### config.mk
export PLATFORM = sky130hd
export DESIGN_NAME = bpred_pht_updater
export DESIGN_NICKNAME = d
export VERILOG_FILES = /design/src/rtl/bpred_pkg.sv /design/src/rtl/bpred_upd_fifo.sv /design/src/rtl/bpred_pht_updater.sv
export SDC_FILE = /design/constraint.sdc
export NUM_CORES = 1
export LEC_CHECK = 0
export ABC_AREA = 1
export CORE_MARGIN = 10
export CORE_UTILIZATION = 30
export CTS_CLUSTER_SIZE = 16
export DETAILED_ROUTE_END_ITERATION = 8
export DONT_BUFFER_PORTS = 1
export GPL_ROUTABILITY_DRIVEN = 1
export PLACE_DENSITY = 0.45
export SYNTH_ARGS = -nofsm -noshare
export SYNTH_HDL_FRONTEND = slang
export SYNTH_SLANG_ARGS = --single-unit
### constraint.sdc
create_clock -name clk -period 4.1 [get_ports clk]
set_input_delay 1.025 -clock clk [delete_from_list [all_inputs] [get_ports clk]]
set_output_delay 1.025 -clock clk [all_outputs]
set_load 0.01 [all_outputs]
### src/rtl/bpred_pkg.sv
// Shared branch-predictor types: 2-bit PHT counter and its next-state helper.
package bpred_pkg;

  typedef logic [1:0] pht_ctr_t;

  localparam pht_ctr_t CTR_SNT = 2'b00;  // strongly not-taken
  localparam pht_ctr_t CTR_WNT = 2'b01;  // weakly not-taken
  localparam pht_ctr_t CTR_WT  = 2'b10;  // weakly taken
  localparam pht_ctr_t CTR_ST  = 2'b11;  // strongly taken

  // satCounter2: 2-bit saturating up/down counter step
  function automatic pht_ctr_t sat_counter2(input pht_ctr_t cur, input logic taken);
    if (taken) begin
      return (cur == CTR_ST) ? CTR_ST : pht_ctr_t'(cur + 2'd1);
    end
    return (cur == CTR_SNT) ? CTR_SNT : pht_ctr_t'(cur - 2'd1);
  endfunction

endpackage

### src/rtl/bpred_upd_fifo.sv
// Index/counter update FIFO with two parallel youngest-match lookup ports.
module bpred_upd_fifo
  import bpred_pkg::*;
#(
  parameter int unsigned K     = 10,
  parameter int unsigned DEPTH = 4
) (
  input  logic           clk,
  input  logic           reset,
  input  logic           push,
  input  logic [K-1:0]   push_idx,
  input  pht_ctr_t       push_state,
  input  logic           pop,
  output logic [K-1:0]   head_idx,
  output pht_ctr_t       head_state,
  output logic           empty,
  output logic           full,
  input  logic [K-1:0]   m0_idx,
  output logic           m0_hit,
  output pht_ctr_t       m0_state,
  input  logic [K-1:0]   m1_idx,
  output logic           m1_hit,
  output pht_ctr_t       m1_state
);

  localparam int unsigned AW = $clog2(DEPTH);
  localparam int unsigned CW = AW + 1;

  logic [K-1:0]     idx_q [DEPTH];
  logic [K-1:0]     idx_d [DEPTH];
  pht_ctr_t         st_q  [DEPTH];
  pht_ctr_t         st_d  [DEPTH];
  logic [DEPTH-1:0] vld_q, vld_d;
  logic [AW-1:0]    head_q, head_d;
  logic [AW-1:0]    tail_q, tail_d;
  logic [CW-1:0]    cnt_q, cnt_d;
  logic [AW-1:0]    slot;

  // Pointer, valid and occupancy bookkeeping; pointers wrap naturally (DEPTH is 2**AW)
  always_comb begin
    idx_d  = idx_q;
    st_d   = st_q;
    vld_d  = vld_q;
    head_d = head_q;
    tail_d = tail_q;
    cnt_d  = cnt_q;
    if (pop) begin
      vld_d[head_q] = 1'b0;
      head_d        = head_q + AW'(1);
    end
    if (push) begin
      idx_d[tail_q] = push_idx;
      st_d[tail_q]  = push_state;
      vld_d[tail_q] = 1'b1;
      tail_d        = tail_q + AW'(1);
    end
    case ({push, pop})
      2'b10:   cnt_d = cnt_q + CW'(1);
      2'b01:   cnt_d = cnt_q - CW'(1);
      default: cnt_d = cnt_q;
    endcase
  end

  // Control state with async reset
  always_ff @(posedge clk or posedge reset) begin
    if (reset) begin
      vld_q  <= '0;
      head_q <= '0;
      tail_q <= '0;
      cnt_q  <= '0;
    end else begin
      vld_q  <= vld_d;
      head_q <= head_d;
      tail_q <= tail_d;
      cnt_q  <= cnt_d;
    end
  end

  // Payload storage; qualified by the valid bits so no reset needed
  always_ff @(posedge clk) begin
    idx_q <= idx_d;
    st_q  <= st_d;
  end

  assign head_idx   = idx_q[head_q];
  assign head_state = st_q[head_q];
  assign empty      = (cnt_q == '0);
  assign full       = (cnt_q == CW'(DEPTH));

  // Youngest-match search: walk oldest to youngest so the last hit wins
  always_comb begin
    slot     = '0;
    m0_hit   = 1'b0;
    m0_state = CTR_SNT;
    m1_hit   = 1'b0;
    m1_state = CTR_SNT;
    for (int unsigned i = 0; i < DEPTH; i++) begin
      slot = head_q + AW'(i);
      if (vld_q[slot] && (idx_q[slot] == m0_idx)) begin
        m0_hit   = 1'b1;
        m0_state = st_q[slot];
      end
      if (vld_q[slot] && (idx_q[slot] == m1_idx)) begin
        m1_hit   = 1'b1;
        m1_state = st_q[slot];
      end
    end
  end

endmodule

### src/rtl/bpred_pht_updater.sv
// PHT write-side owner: post-reset init sweep, then queued counter updates drained to the PHT.
module bpred_pht_updater
  import bpred_pkg::*;
#(
  parameter int unsigned K          = 10,
  parameter int unsigned DEPTH      = 4,
  parameter pht_ctr_t    INIT_STATE = CTR_WNT
) (
  input  logic          clk,
  input  logic          reset,
  input  logic          UpdValid,
  input  logic [K-1:0]  UpdIndex,
  input  pht_ctr_t      UpdOldState,
  input  logic          UpdTaken,
  output logic          UpdReady,
  input  logic [K-1:0]  LookupIndex,
  output logic          LookupHit,
  output pht_ctr_t      LookupState,
  input  logic          WrPortBusy,
  output logic          PHTWe,
  output logic [K-1:0]  PHTWa,
  output pht_ctr_t      PHTWd,
  output logic          InitDone
);

  typedef enum logic {ST_INIT, ST_RUN} state_e;

  state_e        state_q, state_d;
  logic [K-1:0]  init_cnt_q, init_cnt_d;
  logic          fifo_push, fifo_pop, fifo_empty, fifo_full;
  logic [K-1:0]  head_idx;
  pht_ctr_t      head_state;
  logic          base_hit;
  pht_ctr_t      base_state, base_ctr, new_ctr;

  bpred_upd_fifo #(
    .K     (K),
    .DEPTH (DEPTH)
  ) u_fifo (
    .clk        (clk),
    .reset      (reset),
    .push       (fifo_push),
    .push_idx   (UpdIndex),
    .push_state (new_ctr),
    .pop        (fifo_pop),
    .head_idx   (head_idx),
    .head_state (head_state),
    .empty      (fifo_empty),
    .full       (fifo_full),
    .m0_idx     (UpdIndex),
    .m0_hit     (base_hit),
    .m0_state   (base_state),
    .m1_idx     (LookupIndex),
    .m1_hit     (LookupHit),
    .m1_state   (LookupState)
  );

  // New counter builds on the youngest queued value so back-to-back updates chain
  always_comb begin
    base_ctr = base_hit ? base_state : UpdOldState;
    new_ctr  = sat_counter2(base_ctr, UpdTaken);
  end

  // Init/run FSM and write-port mux
  always_comb begin
    state_d    = state_q;
    init_cnt_d = init_cnt_q;
    PHTWe      = 1'b0;
    PHTWa      = '0;
    PHTWd      = INIT_STATE;
    UpdReady   = 1'b0;
    fifo_push  = 1'b0;
    fifo_pop   = 1'b0;
    case (state_q)
      ST_INIT: begin
        PHTWe = ~WrPortBusy & ~reset;
        PHTWa = init_cnt_q;
        if (PHTWe) begin
          init_cnt_d = init_cnt_q + K'(1);
          if (init_cnt_q == '1) begin
            state_d = ST_RUN;
          end
        end
      end
      ST_RUN: begin
        UpdReady  = ~fifo_full;
        fifo_push = UpdValid & ~fifo_full;
        if (~fifo_empty && ~WrPortBusy) begin
          PHTWe    = 1'b1;
          PHTWa    = head_idx;
          PHTWd    = head_state;
          fifo_pop = 1'b1;
        end
      end
      default: state_d = ST_INIT;
    endcase
  end

  // FSM and sweep counter registers
  always_ff @(posedge clk or posedge reset) begin
    if (reset) begin
      state_q    <= ST_INIT;
      init_cnt_q <= '0;
    end else begin
      state_q    <= state_d;
      init_cnt_q <= init_cnt_d;
    end
  end

  assign InitDone = (state_q == ST_RUN);

endmodule

==> results.md, run 1 <==
* Status: finished clean
* Sequential share of power at 0.186
* Clock power frac at 0.143
* Unique masters post-synth at 38
* GRT Util Overall at 0.170
* Endpoints failing setup at 0
* Design Power at 5420 uW
* Drt wl/cell at roughly 19 microns
* Actual slew at the worst max-slew pin at between 900 and 1000 ps
* YS warnings at 0
* Synth area leaders: edfxtp_1 26%, nand2_1 20%, nand3_1 13%
* Synth Net Count at 874
* Core Util, Final at 0.333
* Layout cells sized above 1 at 0.0560
* Power density over the cells at 876 nW/um^2
* Vias per inst at roughly 5.2
* Syn Inst Count at around 840
* Worst-case vdd ir drop at ~0.25 mV
* CTS tree: built
* Switching Share at 0.550
* Detailed-route wire length at 20600 microns
* Initial antenna violation count at 0
* Setup CP Type: reg -> out
* CTS Buf Count at 9
* Sequential area share after synthesis at 0.353
* First-pass GRT wire length at between 30000 and 40000 microns
* DRT Pass-1 Iters at 5
* Layout Skew at around 4.2 ps
* Clock Path Buffers at 2
* # hold bufs at CTS at 0
* Number of global-route vias before repair at 5274
* Area of the core at between 15000 and 20000 sq um
* Pleak at around 0.0029 uW
* Crit. End Element: primary output
* GRT overflow at 0
* Final Hold Viols at 0
* Die Area at around 25000 sq um
* Mapped cell area at 5640 sq um
* Unrepaired setup endpoints after global routing: no
* FF+latch count, synth at 70
* Worst hold path type: reg -> reg
* I/O pin cnt at 45
* Total number of vias at between 5000 and 6000
* Ys flop type: edfxtp_1
* Worst Setup Start Kind: flop
* Die width at ~160 microns
* Layout area overhead at 9.65%
* Sw power at ~3000 uW
* DRT antenna net count at 0
* Top cell type by total area after synthesis: edfxtp_1
* Diode count at 0
* Max cap viols at 0
* NumNets Final at between 800 and 900
* Slew Limit Fails at 0
* Die height at roughly 160 microns
* Fill cells at 2062
* Asr flop ratio synth at 0.314
* Initial DRC Count at 522
* Port buffer count at 0
* CP max FO at 19
* Synth top area share at 0.256
* Final period utilization at 0.944
* Combinational share of power at 0.670
* Internal at 2440 uW
* Row cnt at 50
* Worst rel slew slack at 0.361
* Starting density of the core at 0.304
* Period minus WS final at about 3900 ps
* H-tree levels at 3
* Largest net degree at the start of global routing at between 50 and 60
* Worst skew pair latency at around 350 ps
* Drt drc at 0
* FMAX at around 0.26 GHz
* Post-DP HPWL at around 16000 microns
* CTS Root Cell: clkbuf_16
* EDFF count, synth at 48
* Avg Cell Area, Syn at roughly 6.7 sq um
* Critical path required time at 3070 ps
* Worst EP arrival at about 2900 ps
* TNS Setup at 0 ps
* RePlAce Congestion at ~0.96
* Clock-pin slew on the worst setup and hold paths at roughly 60 ps
* TritonCTS sink count at 70
==> registers in the layout, indices dropped and copies added (netlist names) <==
signal and count:
u_fifo.st_q 8, init_cnt_q 10, u_fifo.cnt_q 3, u_fifo.vld_q 4
u_fifo.head_q 2, u_fifo.idx_q 40, InitDone 1, u_fifo.tail_q 2
==> logic make-up (layout without fill, tap and decap cells) <==
| logic type | Yosys count | after routing | share of synthesized area |
|---|---|---|---|
| AOI/OAI and AO/OA | 72 | 72 | 0.0699 |
| xor gates and xnor gates | 31 | 31 | 0.0481 |
| adders and majority gates | 11 | 11 | 0.0257 |
| buffers and inverters | 113 | 116 | 0.0892 |
| DFF | 70 | 70 | 0.353 |
| and+or+nand+nor | 539 | 539 | 0.414 |
==> timing repair <==
action | CTS | global route
endpoints found under the setup margin | 3 | 3
endpoints found under the hold margin | 0 | 0
gates resized for setup | 1 | 6
pin swaps | 0 | 2
buffers inserted | 0 | 2
==> worst max-delay path, stage by stage (launching register included) <==
cell and delay (ps):
dfrtp_2 370, inv_2 40, ha_1 320, clkinvlp_4 170, buf_12 190, nand3_1 110, nand2_1 90, xor2_1 160
a2111oi_2 390, nand2_1 220, nand2_1 110, inv_1 40, a21oi_1 140, buf_4 140
==> cell usage after synthesis (2+ instances only) <==
library cell and n:
nand4_1 21, xnor2_1 2, buf_2 12, nand3b_1 2, nand2_2 2, nor3b_1 2
o211ai_1 2, ha_1 10, nor2_2 4, buf_4 5, o22ai_1 11, nand2_1 294
o21ai_1 13, inv_2 4, or2_2 2, a21oi_1 8, inv_1 82, nor3_1 8
nand3_1 150, clkbuf_1 3, buf_6 6, nor4_1 3, dfrtp_1 22, o21ai_0 33
edfxtp_1 48, nor2_1 47, xor2_1 29
==> path summary, 6_finish.rpt <==
| check | start | end | slack (ps) | cells past startpoint |
|---|---|---|---|---|
| worst max register to register | u_fifo.head_q[0] | u_fifo.st_q[2] | 1130 | 16 |
| max in group asynchronous | reset | u_fifo.head_q[0] | 2670 | 1 |
| worst max-delay path | u_fifo.head_q[0] | LookupState[0] | 230 | 13 |
| worst min register to register | u_fifo.cnt_q[0] | u_fifo.cnt_q[0] | 490 | 1 |
| min in group asynchronous | reset | u_fifo.cnt_q[2] | 780 | 1 |
| worst min-delay path | u_fifo.cnt_q[0] | u_fifo.cnt_q[0] | 490 | 1 |
==> layout make-up <==
| cell class | instances | area [sq um] | area share |
|---|---|---|---|
| clock buffers | 13 | 272 | 0.0439 |
| clock inverters | 3 | 16.3 | 0.00263 |
| inverters | 86 | 327 | 0.0528 |
| multi-input cells | 653 | 3160 | 0.510 |
| flip-flops and latches | 70 | 1990 | 0.322 |
| well taps | 234 | 293 | 0.0473 |
| repair buffers | 14 | 128 | 0.0206 |
==> stage by stage <==
stage | hold WS, ps | setup WS (ps) | area (sq um) | instances
3_3_place_gp | 481 | 276 | 5860 | 1055
5_1_grt | 523 | 3.29 | 6180 | 1073
3_5_place_dp | 490 | 270 | 5860 | 1055
4_1_cts | 499 | 5.92 | 6140 | 1071
6_report | 489 | 230 | 6180 | 1073
2_1_floorplan | 460 | 520 | 5640 | 836
==> layer usage <==
metal  GRT usage  part of all wire  up-vias
met1       0.233              0.48     2649
met3      0.0453             0.076       27
met4      0.0543             0.018        0
met2       0.253              0.43      154
li1            -                 -     2763
met5           0                 0        -
==> cell usage in the layout (no fill, tap or decap), types with 2 or more instances in the layout <==
cell type / n
xnor2_1: 2
clkinv_2: 2
dfrtp_1: 21
nor3_1: 8
edfxtp_1: 48
a21oi_1: 8
nand3_2: 2
nand2_1: 294
nand3b_1: 2
nand2_2: 2
ha_1: 10
nor2_2: 4
o21ai_0: 33
xor2_1: 29
clkbuf_8: 2
clkbuf_1: 2
nor4_1: 3
inv_1: 81
clkbuf_16: 10
nor3b_1: 2
nor2_1: 47
or2_2: 2
o21ai_1: 13
o211ai_1: 2
nand3_1: 149
buf_4: 11
nand4_1: 21
inv_2: 4
o22ai_1: 11
==> power groups by stage <==
stage	sequential [uW]	clock, uW	combinational, uW
5_1_grt	1020	817	4080
3_5_place_dp	1020	0	3540
2_1_floorplan	1010	0	2590
4_1_cts	1010	791	3560
3_3_place_gp	1020	0	3560
6_report	1010	777	3630
Note: power is estimated with default switching activity, not from simulation.
==> run 2: changes to the inputs <==
ABC_AREA = not set   (was 1)
==> run 2 against run 1 <==
The run now ends with negative setup slack left. Core utilization rose by 1.3 points. Count of clock-buffer cells in the layout down 3. Worst setup slack worse by 270 ps. Global-route usage decreased by 3.2 points. Via count down 31%. Largest cell class unchanged. Largest power group is now sequential cells.
==> results.md, run 2 <==
* Status: complete, but fails checks
* Violated checks: negative setup slack
* Clock-pin slew on the worst setup and hold paths at approximately 50 ps
* Critical path required time at approximately 3100 ps
* Max reg flops at 40
* CP max FO at 7
* Worst Setup Start Kind: flop
* Final Hold Viols at 0
* Power density over the cells at around 320 nW/um^2
* Avg Cell Area, Syn at roughly 12 sq um
* Worst rel slew slack at 0.426
* Core Util, Final at 0.346
* RePlAce Congestion at ~0.87
* Final period utilization at 1.01
* Drt drc at 0
* FF+latch count, synth at 70
* Initial antenna violation count at 0
* Worst skew pair latency at 350 ps
* Asr flop ratio synth at 0.314
* Setup CP Type: reg -> out
* Crit-path cells: inv_2 -> ha_4 -> buf_12 -> buf_12 -> mux4_2 -> xnor2_2 -> nand4_1 -> nor3_4 -> mux2i_1 -> mux2i_1 -> o21ai_1 -> buf_4
* Die width at 155 microns
* DRT Pass-1 Iters at 4
* Sequential area share after synthesis at 0.362
* Synth top area share at 0.262
* Top cell type by total area after synthesis: edfxtp_1
* Area of the core at between 15000 and 20000 sq um
* H-tree levels at 3
* Endpoints failing setup at 1
* Initial DRC Count at roughly 230
* EDFF count, synth at 48
* Most frequent cells after synthesis: 76 x xnor2_1, 48 x edfxtp_1, 42 x mux2i_1, 37 x mux4_2, 27 x nand2_1
* # hold bufs at CTS at 0
* CTS Root Cell: clkbuf_16
* Synth Net Count at a little over 500
* Ys flop type: edfxtp_1
* GRT Util Overall at 0.138
* CTS tree: built
* Total number of vias at 3873
* Die height at between 150 and 200 microns
* Crit. End Element: primary output
* Starting density of the core at 0.305
* Number of global-route vias before repair at roughly 4000
* Detailed-route wire length at between 15000 and 20000 microns
* Design Power at approximately 2000 uW
* Post-DP HPWL at around 12000 microns
* Die Area at around 24000 sq um
* Period minus WS final at approximately 4100 ps
* Actual slew at the worst max-slew pin at about 860 ps
* CP max stage cell: mux4_2
* Commonest non-fill, non-tap cell in the layout: xnor2_1
* NumNets Final at approximately 520
* R2R setup slack at 260 ps
* PnR worst setup slack at -36.2 ps
* Clock Path Buffers at 2
* Mapped cell area at approximately 5500 sq um
* First-pass GRT wire length at about 25000 microns
* Layout Skew at 8.40 ps
* TNS Setup at -36.2 ps
* Pleak at between 0.002 and 0.0025 uW
* TritonCTS sink count at 70
* Largest net degree at the start of global routing at 52
* Synth area leaders: edfxtp_1 26%, mux4_2 15%, xnor2_1 12%
* Top Registers: u_fifo.idx_q (40), init_cnt_q (10), u_fifo.st_q (8)
* GRT overflow at 0
* Slew Limit Fails at 0
* CTS Buf Count at 9
* I/O pin cnt at 45
* FMAX at about 0.24 GHz
* Largest register by flop count: u_fifo.idx_q
* Worst path max stage delay at between 500 and 600 ps
* Syn Inst Count at between 400 and 500
* Commonest cells after routing, fill and taps aside: 75 x xnor2_1, 48 x edfxtp_1, 41 x mux2i_1
* Max cap viols at 0
* YS warnings at 0
* Unique masters post-synth at 55
* Layout cells sized above 1 at 0.223
* Most common cell in the netlist: xnor2_1
* Port buffer count at 0
* Diode count at 0
* Layout area overhead at 13.4%
* DRT antenna net count at 0
* Vias per inst at 5.43
* Drt wl/cell at 22.9 microns
* Worst hold path type: reg -> reg
* Unrepaired setup endpoints after global routing: yes
* Row cnt at between 40 and 50
* Worst-case vdd ir drop at about 0.26 mV
* Worst EP arrival at roughly 3100 ps
## run 2: timing repair
item | 4_1_cts | 5_1_grt
buffers inserted | 8 | 8
resized for setup | 12 | 2
setup endpoints to repair | 2 | 3
gates cloned | 2 | 0
pin swaps | 5 | 7
## run 2: cell type report
class	count	area [sq um]
inverter	24	90.1
tap	229	287
sequential	70	1990
clock inverter	6	38.8
clock buffer	10	229
timing repair buffer	30	324
fill	1804	11800
multi-input combinational	344	3280
## run 2: worst paths after layout
kind / from / to / depth (start not counted)
worst max-delay path: u_fifo.head_q[0] / LookupState[1] / 12
worst min-delay path: init_cnt_q[2] / init_cnt_q[2] / 1
worst max register to register: u_fifo.head_q[0] / u_fifo.st_q[3] / 13
worst min register to register: init_cnt_q[2] / init_cnt_q[2] / 1
max in group asynchronous: reset / u_fifo.head_q[0] / 1
min in group asynchronous: reset / init_cnt_q[1] / 1
## run 2: worst max-delay path, delay by kind of cell (launching register included)
family                   cells  cell delay [ps]
XOR/XNOR                     1              160
adder cells (fa/ha/maj)      1              290
flip-flops                   1              390
multiplexers                 3              860
AND/OR/NAND/NOR              2              500
AO/OA/AOI/OAI                1              120
buffers and inverters        4              440
## run 2: power by group
group / switching (uW) / leakage (uW) / total (uW) / internal (uW)
Sequential: 32.9 / 0.000693 / 823 / 790
Combinational: 230 / 0.00144 / 444 / 214
Clock: 321 / 0.000137 / 730 / 409
## run 2: routing by layer
metal	global-route usage	wire length, microns	share of wire	up-vias
li1	-	-	-	1778
met5	0	0	0	-
met1	0.173	7070	0.43	1974
met4	0.0241	172	0.011	0
met2	0.230	8040	0.49	107
met3	0.0447	1070	0.066	14
## run 2: per-stage QoR
stage	cells	area [sq um]	hold WS (ps)	worst slack [ps]
after CTS	705	6170	498	2.45
after global routing	713	6240	525	-184
after floorplan	468	5540	458	4.75
after global placement	679	5720	482	314
final	713	6240	500	-36.2
after detailed placement	679	5720	484	245
## run 2: kinds of logic after synthesis
| logic type | Yosys count | synth area share |
|---|---|---|
| and+or+nand+nor | 100 | 0.0946 |
| xor gates and xnor gates | 92 | 0.148 |
| muxes | 90 | 0.251 |
| DFF | 70 | 0.362 |
| buffers and inverters | 54 | 0.0509 |
| AOI/OAI and AO/OA | 49 | 0.0630 |
| adders and majority gates | 13 | 0.0305 |
